--- config.mk ---
export PLATFORM = sky130hd
export DESIGN_NAME = mult_div_unit
export DESIGN_NICKNAME = d
export VERILOG_FILES = /design/src/rtl/mult_div_pkg.sv /design/src/rtl/mult_div_step.sv /design/src/rtl/mult_div_unit.sv
export SDC_FILE = /design/constraint.sdc
export NUM_CORES = 1
export LEC_CHECK = 0
export BUFFER_PORTS_ARGS = -buffer_cell sky130_fd_sc_hd__buf_2
export CAP_MARGIN = 25
export CORE_MARGIN = 2
export CORE_UTILIZATION = 63
export CTS_BUF_LIST = sky130_fd_sc_hd__clkbuf_4
export CTS_CLUSTER_SIZE = 14
export DETAILED_ROUTE_END_ITERATION = 8
export PLACE_DENSITY_LB_ADDON = 0.2
export SLEW_MARGIN = 5
export SYNTH_ARGS = -nofsm -noshare
export SYNTH_HDL_FRONTEND = slang
export SYNTH_HIERARCHICAL = 1
export SYNTH_SLANG_ARGS = --single-unit
--- constraint.sdc ---
create_clock -name clock -period 4.6 [get_ports clock]
set_input_delay 1.15 -clock clock [delete_from_list [all_inputs] [get_ports clock]]
set_output_delay 1.15 -clock clock [all_outputs]
set_load 0.02 [all_outputs]
--- src/rtl/mult_div_pkg.sv ---
// Shared definitions for the iterative multiply/divide unit: op codes, FSM states
// and a width-generic conditional two's-complement negate.
`default_nettype none

package mult_div_pkg;

  localparam logic [1:0] OP_MULT  = 2'b00;
  localparam logic [1:0] OP_MULTU = 2'b01;
  localparam logic [1:0] OP_DIV   = 2'b10;
  localparam logic [1:0] OP_DIVU  = 2'b11;

  typedef enum logic [1:0] {
    ST_IDLE = 2'd0,
    ST_CALC = 2'd1,
    ST_FIX  = 2'd2,
    ST_DONE = 2'd3
  } state_t;

  // Widest value the negate helper handles; callers zero-extend in and truncate out,
  // which is exact modulo 2^n for any n <= MAX_W.
  localparam int MAX_W = 128;

  function automatic logic [MAX_W-1:0] neg_if(input logic [MAX_W-1:0] v, input logic en);
    return en ? (~v + MAX_W'(1)) : v;
  endfunction

endpackage

`default_nettype wire

--- src/rtl/mult_div_step.sv ---
// One iteration of the shared engine: shift-add multiply or restoring divide
// over a 2*WIDTH accumulator, selected by div_mode.
`default_nettype none

module mult_div_step #(
  parameter int WIDTH = 32
) (
  input  logic                 div_mode,
  input  logic [2*WIDTH-1:0]   acc_in,
  input  logic [WIDTH-1:0]     operand,
  output logic [2*WIDTH-1:0]   acc_out
);

  logic [WIDTH:0] sum;
  logic [WIDTH:0] upper;
  logic [WIDTH:0] trial;

  always_comb begin
    sum     = {1'b0, acc_in[2*WIDTH-1:WIDTH]} + (acc_in[0] ? {1'b0, operand} : '0);
    // Divide: remainder shifted left with the next dividend bit brought in.
    upper   = acc_in[2*WIDTH-1:WIDTH-1];
    trial   = upper - {1'b0, operand};
    acc_out = {sum, acc_in[WIDTH-1:1]};
    if (div_mode) begin
      if (!trial[WIDTH]) begin
        acc_out = {trial[WIDTH-1:0], acc_in[WIDTH-2:0], 1'b1};
      end else begin
        acc_out = {upper[WIDTH-1:0], acc_in[WIDTH-2:0], 1'b0};
      end
    end
  end

endmodule

`default_nettype wire

--- src/rtl/mult_div_unit.sv ---
// Iterative signed/unsigned multiply/divide unit driving HI/LO, with start/done
// handshake and a divide-by-zero pulse.
`default_nettype none

module mult_div_unit
  import mult_div_pkg::*;
#(
  parameter int WIDTH = 32
) (
  input  logic             clock,
  input  logic             reset,
  input  logic             start,
  input  logic [1:0]       op,
  input  logic [WIDTH-1:0] a,
  input  logic [WIDTH-1:0] b,
  output logic             busy,
  output logic             done,
  output logic             div_zero,
  output logic [WIDTH-1:0] hi,
  output logic [WIDTH-1:0] lo
);

  localparam int CW = (WIDTH > 2) ? $clog2(WIDTH) : 1;

  state_t             state, next_state;
  logic [CW-1:0]      cnt;
  logic [2*WIDTH-1:0] acc;
  logic [2*WIDTH-1:0] acc_next;
  logic [WIDTH-1:0]   opnd;
  logic               is_div;
  logic               neg_lo;
  logic               neg_hi;
  logic               dz;

  logic               op_div;
  logic               op_signed;
  logic               a_neg, b_neg;
  logic               zero_div;
  logic [WIDTH-1:0]   a_mag, b_mag;
  logic [2*WIDTH-1:0] prod_fix;
  logic [WIDTH-1:0]   quot_fix, rem_fix;

  assign op_div    = (op == OP_DIV) || (op == OP_DIVU);
  assign op_signed = (op == OP_MULT) || (op == OP_DIV);
  assign a_neg     = op_signed & a[WIDTH-1];
  assign b_neg     = op_signed & b[WIDTH-1];
  assign zero_div  = op_div && (b == '0);
  assign a_mag     = WIDTH'(neg_if(MAX_W'(a), a_neg));
  assign b_mag     = WIDTH'(neg_if(MAX_W'(b), b_neg));

  // neg_lo flags the product (multiply) or quotient (divide); neg_hi the remainder.
  assign prod_fix  = (2*WIDTH)'(neg_if(MAX_W'(acc), neg_lo));
  assign quot_fix  = WIDTH'(neg_if(MAX_W'(acc[WIDTH-1:0]), neg_lo));
  assign rem_fix   = WIDTH'(neg_if(MAX_W'(acc[2*WIDTH-1:WIDTH]), neg_hi));

  mult_div_step #(.WIDTH(WIDTH)) u_step (
    .div_mode (is_div),
    .acc_in   (acc),
    .operand  (opnd),
    .acc_out  (acc_next)
  );

  always_ff @(posedge clock) begin
    if (!reset) state <= ST_IDLE;
    else        state <= next_state;
  end

  always_comb begin
    next_state = state;
    case (state)
      ST_IDLE: if (start) next_state = zero_div ? ST_DONE : ST_CALC;
      ST_CALC: if (cnt == '0) next_state = ST_FIX;
      ST_FIX:  next_state = ST_DONE;
      ST_DONE: next_state = ST_IDLE;
      default: next_state = ST_IDLE;
    endcase
  end

  always_ff @(posedge clock) begin
    if (!reset) begin
      cnt    <= '0;
      acc    <= '0;
      opnd   <= '0;
      is_div <= 1'b0;
      neg_lo <= 1'b0;
      neg_hi <= 1'b0;
      dz     <= 1'b0;
      hi     <= '0;
      lo     <= '0;
    end else begin
      case (state)
        ST_IDLE: begin
          if (start && zero_div) begin
            dz <= 1'b1;
          end else if (start) begin
            acc    <= {{WIDTH{1'b0}}, (op_div ? a_mag : b_mag)};
            opnd   <= op_div ? b_mag : a_mag;
            is_div <= op_div;
            neg_lo <= a_neg ^ b_neg;
            neg_hi <= op_div & a_neg;
            cnt    <= CW'(WIDTH - 1);
          end
        end
        ST_CALC: begin
          acc <= acc_next;
          cnt <= cnt - CW'(1);
        end
        ST_FIX: begin
          hi <= is_div ? rem_fix  : prod_fix[2*WIDTH-1:WIDTH];
          lo <= is_div ? quot_fix : prod_fix[WIDTH-1:0];
        end
        default: dz <= 1'b0;
      endcase
    end
  end

  assign busy     = (state != ST_IDLE);
  assign done     = (state == ST_DONE);
  assign div_zero = dz;

endmodule

`default_nettype wire

# Word-level counts from Yosys, hierarchy flattened
# Index checks and enable logic that the tools add are counted.
# Widths: inputs -> output; s select.
dict set report word_totals {
  output_inout_bits 67
  in_bits 69
  reg_bits 171
}
dict set report classes {
  muxes 24
  reduce_logical 15
  n_eq_ne 9
  bitwise 11
  add_sub_neg 8
}
# cell n
set op_table {}
lappend op_table {{$mux 64} 5}
lappend op_table {{$mux 32} 9}
lappend op_table {{$add 32x1->32 const B} 4}
lappend op_table {{$not 32->32} 4}
lappend op_table {{$pmux 64 s2} 1}
lappend op_table {{$add 64x1->64 const B} 1}
lappend op_table {{$not 64->64} 1}
lappend op_table {{$add 32x33->33} 1}
lappend op_table {{$sub 33x32->33} 1}
lappend op_table {{$logic_not 32->1} 1}
lappend op_table {{$mux 5} 2}
lappend op_table {{$pmux 5 s2} 1}
lappend op_table {{$eq 2x2->1 const B} 4}
lappend op_table {{$ne 2x2->1 const B} 4}
lappend op_table {{$pmux 2 s4} 1}
lappend op_table {{$mux 2} 3}
lappend op_table {{$reduce_and 3->1} 2}
lappend op_table {{$logic_not 5->1} 1}
lappend op_table {{$sub 5x1->5 const B} 1}
lappend op_table {{$logic_not 2->1} 2}
lappend op_table {{$reduce_and 2->1} 2}
lappend op_table {{$reduce_bool 2->1} 2}
lappend op_table {{$and 1x1->1} 3}
lappend op_table {{$eq 2x1->1 const B} 1}
lappend op_table {{7 further kinds} 10}

# Depth between registers and ports, before layout
dict set report logic_depth {
  depth_word 8
  ltp_mapped 16
}

# Hierarchy
# The synthesis kept the hierarchy.
# mod area_each_um2 cells_each n_inst
set by_module_without_submodules {}
lappend by_module_without_submodules {mult_div_unit 10637.7 1374 1}
lappend by_module_without_submodules {mult_div_step 4525.6 652 1}

# Worst setup path before layout
# OpenSTA, ideal clock, no wires.
dict set report synth_path {
  kind {register to register}
  start {register acc[0]}
  end {register acc[61]}
  n_path_buf 1
  setup_slack_ns 1.019
  synth_period_minus_slack_ns 3.581
  stages_incl_launch_ff 16
  required_time_ns 4.468
  setup_ns 0.132
  arrival_time_ns 3.449
  cell_sequence {dfxtp_1 clkbuf_1 and2_1 ha_1 a21o_1 or4_1 a311oi_2 nor4_1 a41oi_2 a211oi_1 or4_1 a21oi_2 xor2_1 mux2i_1 nand3_1 a21oi_1}
}
dict set report synth_via {
  elab_chain_len 4
}
# item line_no
set synth_lines {}
lappend synth_lines {{from (decl)} mult_div_unit.sv:27} ;# logic [2*WIDTH-1:0] acc;
lappend synth_lines {{from (signal assigned)} mult_div_unit.sv:96} ;# acc <= {{WIDTH{1'b0}}, (op_div ? a_mag : b_mag)};
lappend synth_lines {{from (signal assigned)} mult_div_unit.sv:105} ;# acc <= acc_next;
lappend synth_lines {{$mux 32} mult_div_step.sv:19} ;# sum = {1'b0, acc_in[2*WIDTH-1:WIDTH]} + (acc_in[0] ? {1'b0, operand} : '0);
lappend synth_lines {{$add 32x33->33} mult_div_step.sv:19}
lappend synth_lines {{$mux 64} mult_div_step.sv:24} ;# if (div_mode) begin
lappend synth_lines {{named net acc_next[61]} mult_div_unit.sv:28} ;# logic [2*WIDTH-1:0] acc_next;
lappend synth_lines {{$pmux 64 s2} mult_div_unit.sv:91} ;# case (state)
# The timed path passes the listed nets, and every way through them passes these cells.
# A chain may end at the register's enable or synchronous reset.

# Worst setup path after layout
dict set report layout_path {
  start {register acc[31]}
  end {register acc[50]}
}
dict set report layout_via {
  elab_chain_len 4
}
# item line_no
set layout_lines {}
lappend layout_lines {{$sub 33x32->33} mult_div_step.sv:22} ;# trial = upper - {1'b0, operand};
lappend layout_lines {{$mux 64} mult_div_step.sv:25} ;# if (!trial[WIDTH]) begin
lappend layout_lines {{$mux 64} mult_div_step.sv:24}
lappend layout_lines {{named net acc_next[50]} mult_div_unit.sv:28}
lappend layout_lines {{$pmux 64 s2} mult_div_unit.sv:91}
# The timed path passes the listed nets, and every way through them passes these cells.

==> run_results.csv <==
group,metric,value,unit
die,io_pins,136,
logic_synthesis,synth_edf_count,0,
logic_synthesis,yosys_warnings,6,
clock_tree,htreeDepth,4,
sta,hold_viol_final,0,
global_route,grt_max_degree,79,
logic_synthesis,synth_seq_area_share,0.2258,
power_and_ir_drop,power.density,453.7,nW/um2
global_route,met2_usage,0.5854,
critical_path,path_max_fanout,14,
critical_path,critPathLaunchType,"flop",
sta,clock_skew,0.03800,ns
route,wl_per_cell,20.97,um
die,core_area,23540,um2
logic_synthesis,synth.distinct_cells,83,
power_and_ir_drop,p_leak,6.926,nW
route,detail_route.wirelength,51090,um
layout,register_area,3427,um2
min_path,hold_path_class,"reg2reg",
logic_synthesis,syn_area_per_cell,7.484,um2
global_route,grt.total_usage,0.3841,
critical_path,worstSetupPathType,"reg2reg",
clock_tree,clk_latency,0.63,ns
layout,final_common_cell,"a21oi_1",
critical_path,cpMostUsedCell,"a21oi_1",
die,dieArea,25330,um2
sta,setup_slack,0.2219,ns
clock_tree,clock_path_buffers,2,
critical_path,crit_arrival,4.88,ns
global_route,top_usage_layer,"met2",
clock_tree,cts-root-buf,"clkbuf_4",
layout,multiInputGateArea,10950,um2
critical_path,crit_buf_inv,2,
logic_synthesis,netlist_area,15160,um2
global_route,grt_pass1_vias,14450,
layout,fin_nets,2246,
clock_tree,cts_resized,0,
placement,gp_congestion,1.007,
critical_path,path_delay_family,"compound AO/OA/AOI/OAI gates",
route,drc,0,
logic_synthesis,synthFlopType,"dfxtp_1",
clock_tree,path_clk_slew,0.19,ns
logic_synthesis,async_flop_share,0,
sta,finalSetupTns,0,ns
route,via_count,16410,
route,antenna_left,0,
layout,syn_to_final_growth,9.011,%
route,dr.pass1.iters,6,
clock_tree,cts_buffers,17,
global_route,grt_pass1_wl,78990,um
sta,setup_viol,0,
critical_path,cp_cell_sequence,"inv_1, ha_1, fa_1, nand2b_1, a21o_1, a211oi_1, a31oi_1, o21ai_1, a21oi_1, a31oi_1, xnor2_2, buf_4, mux2i_1, a21oi_1, nand3_1, a21oi_1",
critical_path,max_stage_delay,0.49,ns
critical_path,crit_slowest_cell,"dfxtp_1",
logic_synthesis,syn_nets,2170,
critical_path,cp-end-kind,"flop",
clock_tree,cts_sinks,171,
die,die_h,159.1,um
logic_synthesis,synth-seq-cells,171,
die,fp-row-count,56,
global_route,grt_use_met1,0.5451,
clock_tree,cts_tree,"built",
sta,min_period,4.378,ns
route,viasPerCell,6.735,
route,drt-initial-drc-count,2212,
power_and_ir_drop,peakVddDrop,0.3390,mV
layout,final_cell_mix,"a21oi_1 (182), dfxtp_1 (170), nand2_1 (159), nor2_1 (154), buf_2 (134)",
layout,num-fill-cells,2092,
placement,pre_cts_ws,0.4652,ns
global_route,use_met3,0.07111,
sta,final.period_utilization,0.9518,
layout,layout-drive-gt1-share,0.1423,
clock_tree,post-cts-setup-buffer-count,0,
placement,io_buffers,135,
placement,dpl.hpwl,37890,um
sta,fmax,228.4,MHz
logic_synthesis,netlist_instances,2026,
global_route,gr-total-overflow,0,
sta,tightest_slew,1.036,ns
clock_tree,postCtsHoldBufs,0,
outcome,status,"finished, final reports clean",
die,die_w,159.1,um
die,start_util,0.6441,
sta,rsz0062_at_grt,"false",
global_route,antenna_found_initial,6,
critical_path,cp.required,5.10,ns
sta,report.final.slew_viol_count,0,
sta,maxSlewHeadroom,0.3062,
job,maxCapViolations,0,
-- Yosys cell counts (41+ instances only) --
cell type	count	area (um2)
a211oi_1	41	307.8
a21oi_1	182	910.9
and2_1	41	256.5
clkbuf_1	109	409.1
dfxtp_1	171	3423
ha_1	73	913.4
inv_1	72	270.3
mux2i_1	64	640.6
nand2_1	160	600.6
nand3_1	101	505.5
nor2_1	154	578.1
nor3_1	57	285.3
nor4_1	47	294.0
o21ai_0	90	450.4
xnor2_1	71	621.9
xor2_1	79	691.9
-- cell type report --
type                            count  share of cell area
Inverter                           74             0.01688
Sequential cell                   171              0.2073
Tap cell                          319             0.02415
Timing Repair Buffer              192             0.06866
Clock inverter                     15             0.01279
Multi-Input combinational cell   1646              0.6622
Clock buffer                       17            0.007721
Antenna cell                        2           0.0003028
-- worst paths after layout --
path              slack (ns)  cells past startpoint  endpoint  startpoint
setup reg to reg        0.22                     16   acc[50]     acc[31]
setup / recovery        0.22                     16   acc[50]     acc[31]
hold reg to reg         0.49                      2     hi[1]       hi[1]
hold / removal          0.49                      2     hi[1]       hi[1]
-- layer usage --
metal  part of all wire  vias to the layer above  wire (um)
met5            0.00096                        -         49
met2               0.43                      909      22080
met4              0.033                        8       1688
met1               0.43                     7641      21990
li1                   -                     7706          -
met3               0.10                      143       5288
-- per-stage QoR --
step	hold WS, ns	cells	utilization	area (um2)	total power, mW
final	0.4893	2436	0.7021	16530	7.500
after CTS	0.4896	2434	0.7019	16520	7.380
after global placement	0.4445	2401	0.6870	16170	6.296
after floorplan	0.4403	2026	-	15160	5.142
after detailed placement	0.4685	2402	0.6875	16190	6.386
after global routing	0.5184	2436	0.7021	16530	7.907
-- flip-flops by register name (all words and copies together), names as in the netlist, 2 cells and up --
signal  flops
lo         32
acc        64
opnd       32
cnt         5
state       2
hi         32
-- power by group --
part | switching [mW] | internal [mW] | leakage (nW)
Sequential | 0.493 | 1.86 | 1.40
Combinational | 2.62 | 1.52 | 5.35
Clock | 0.727 | 0.278 | 0.173
-- cell families (layout without fill, tap and decap cells) --
logic type	after synthesis	in the layout	share of synthesized area
AND/OR/NAND/NOR	723	723	0.2407
AO/OA/AOI/OAI	602	602	0.2640
buffers and inverters	209	298	0.05405
flip-flops	171	171	0.2258
XOR/XNOR	150	150	0.08664
multiplexers	96	96	0.06601
adder cells (fa/ha/maj)	75	75	0.06288
other	0	2	0
-- worst reg2reg max path, delay by kind of cell (launching register included) --
kind | cells | cell delay (ns)
compound gates | 8 | 1.66
xor+xnor | 1 | 0.42
fa+ha+maj | 2 | 0.66
buf+inv | 2 | 0.46
flops | 1 | 0.49
mux | 1 | 0.24
simple gates | 2 | 0.33
No activity file was read; power rests on OpenSTA's default activity.
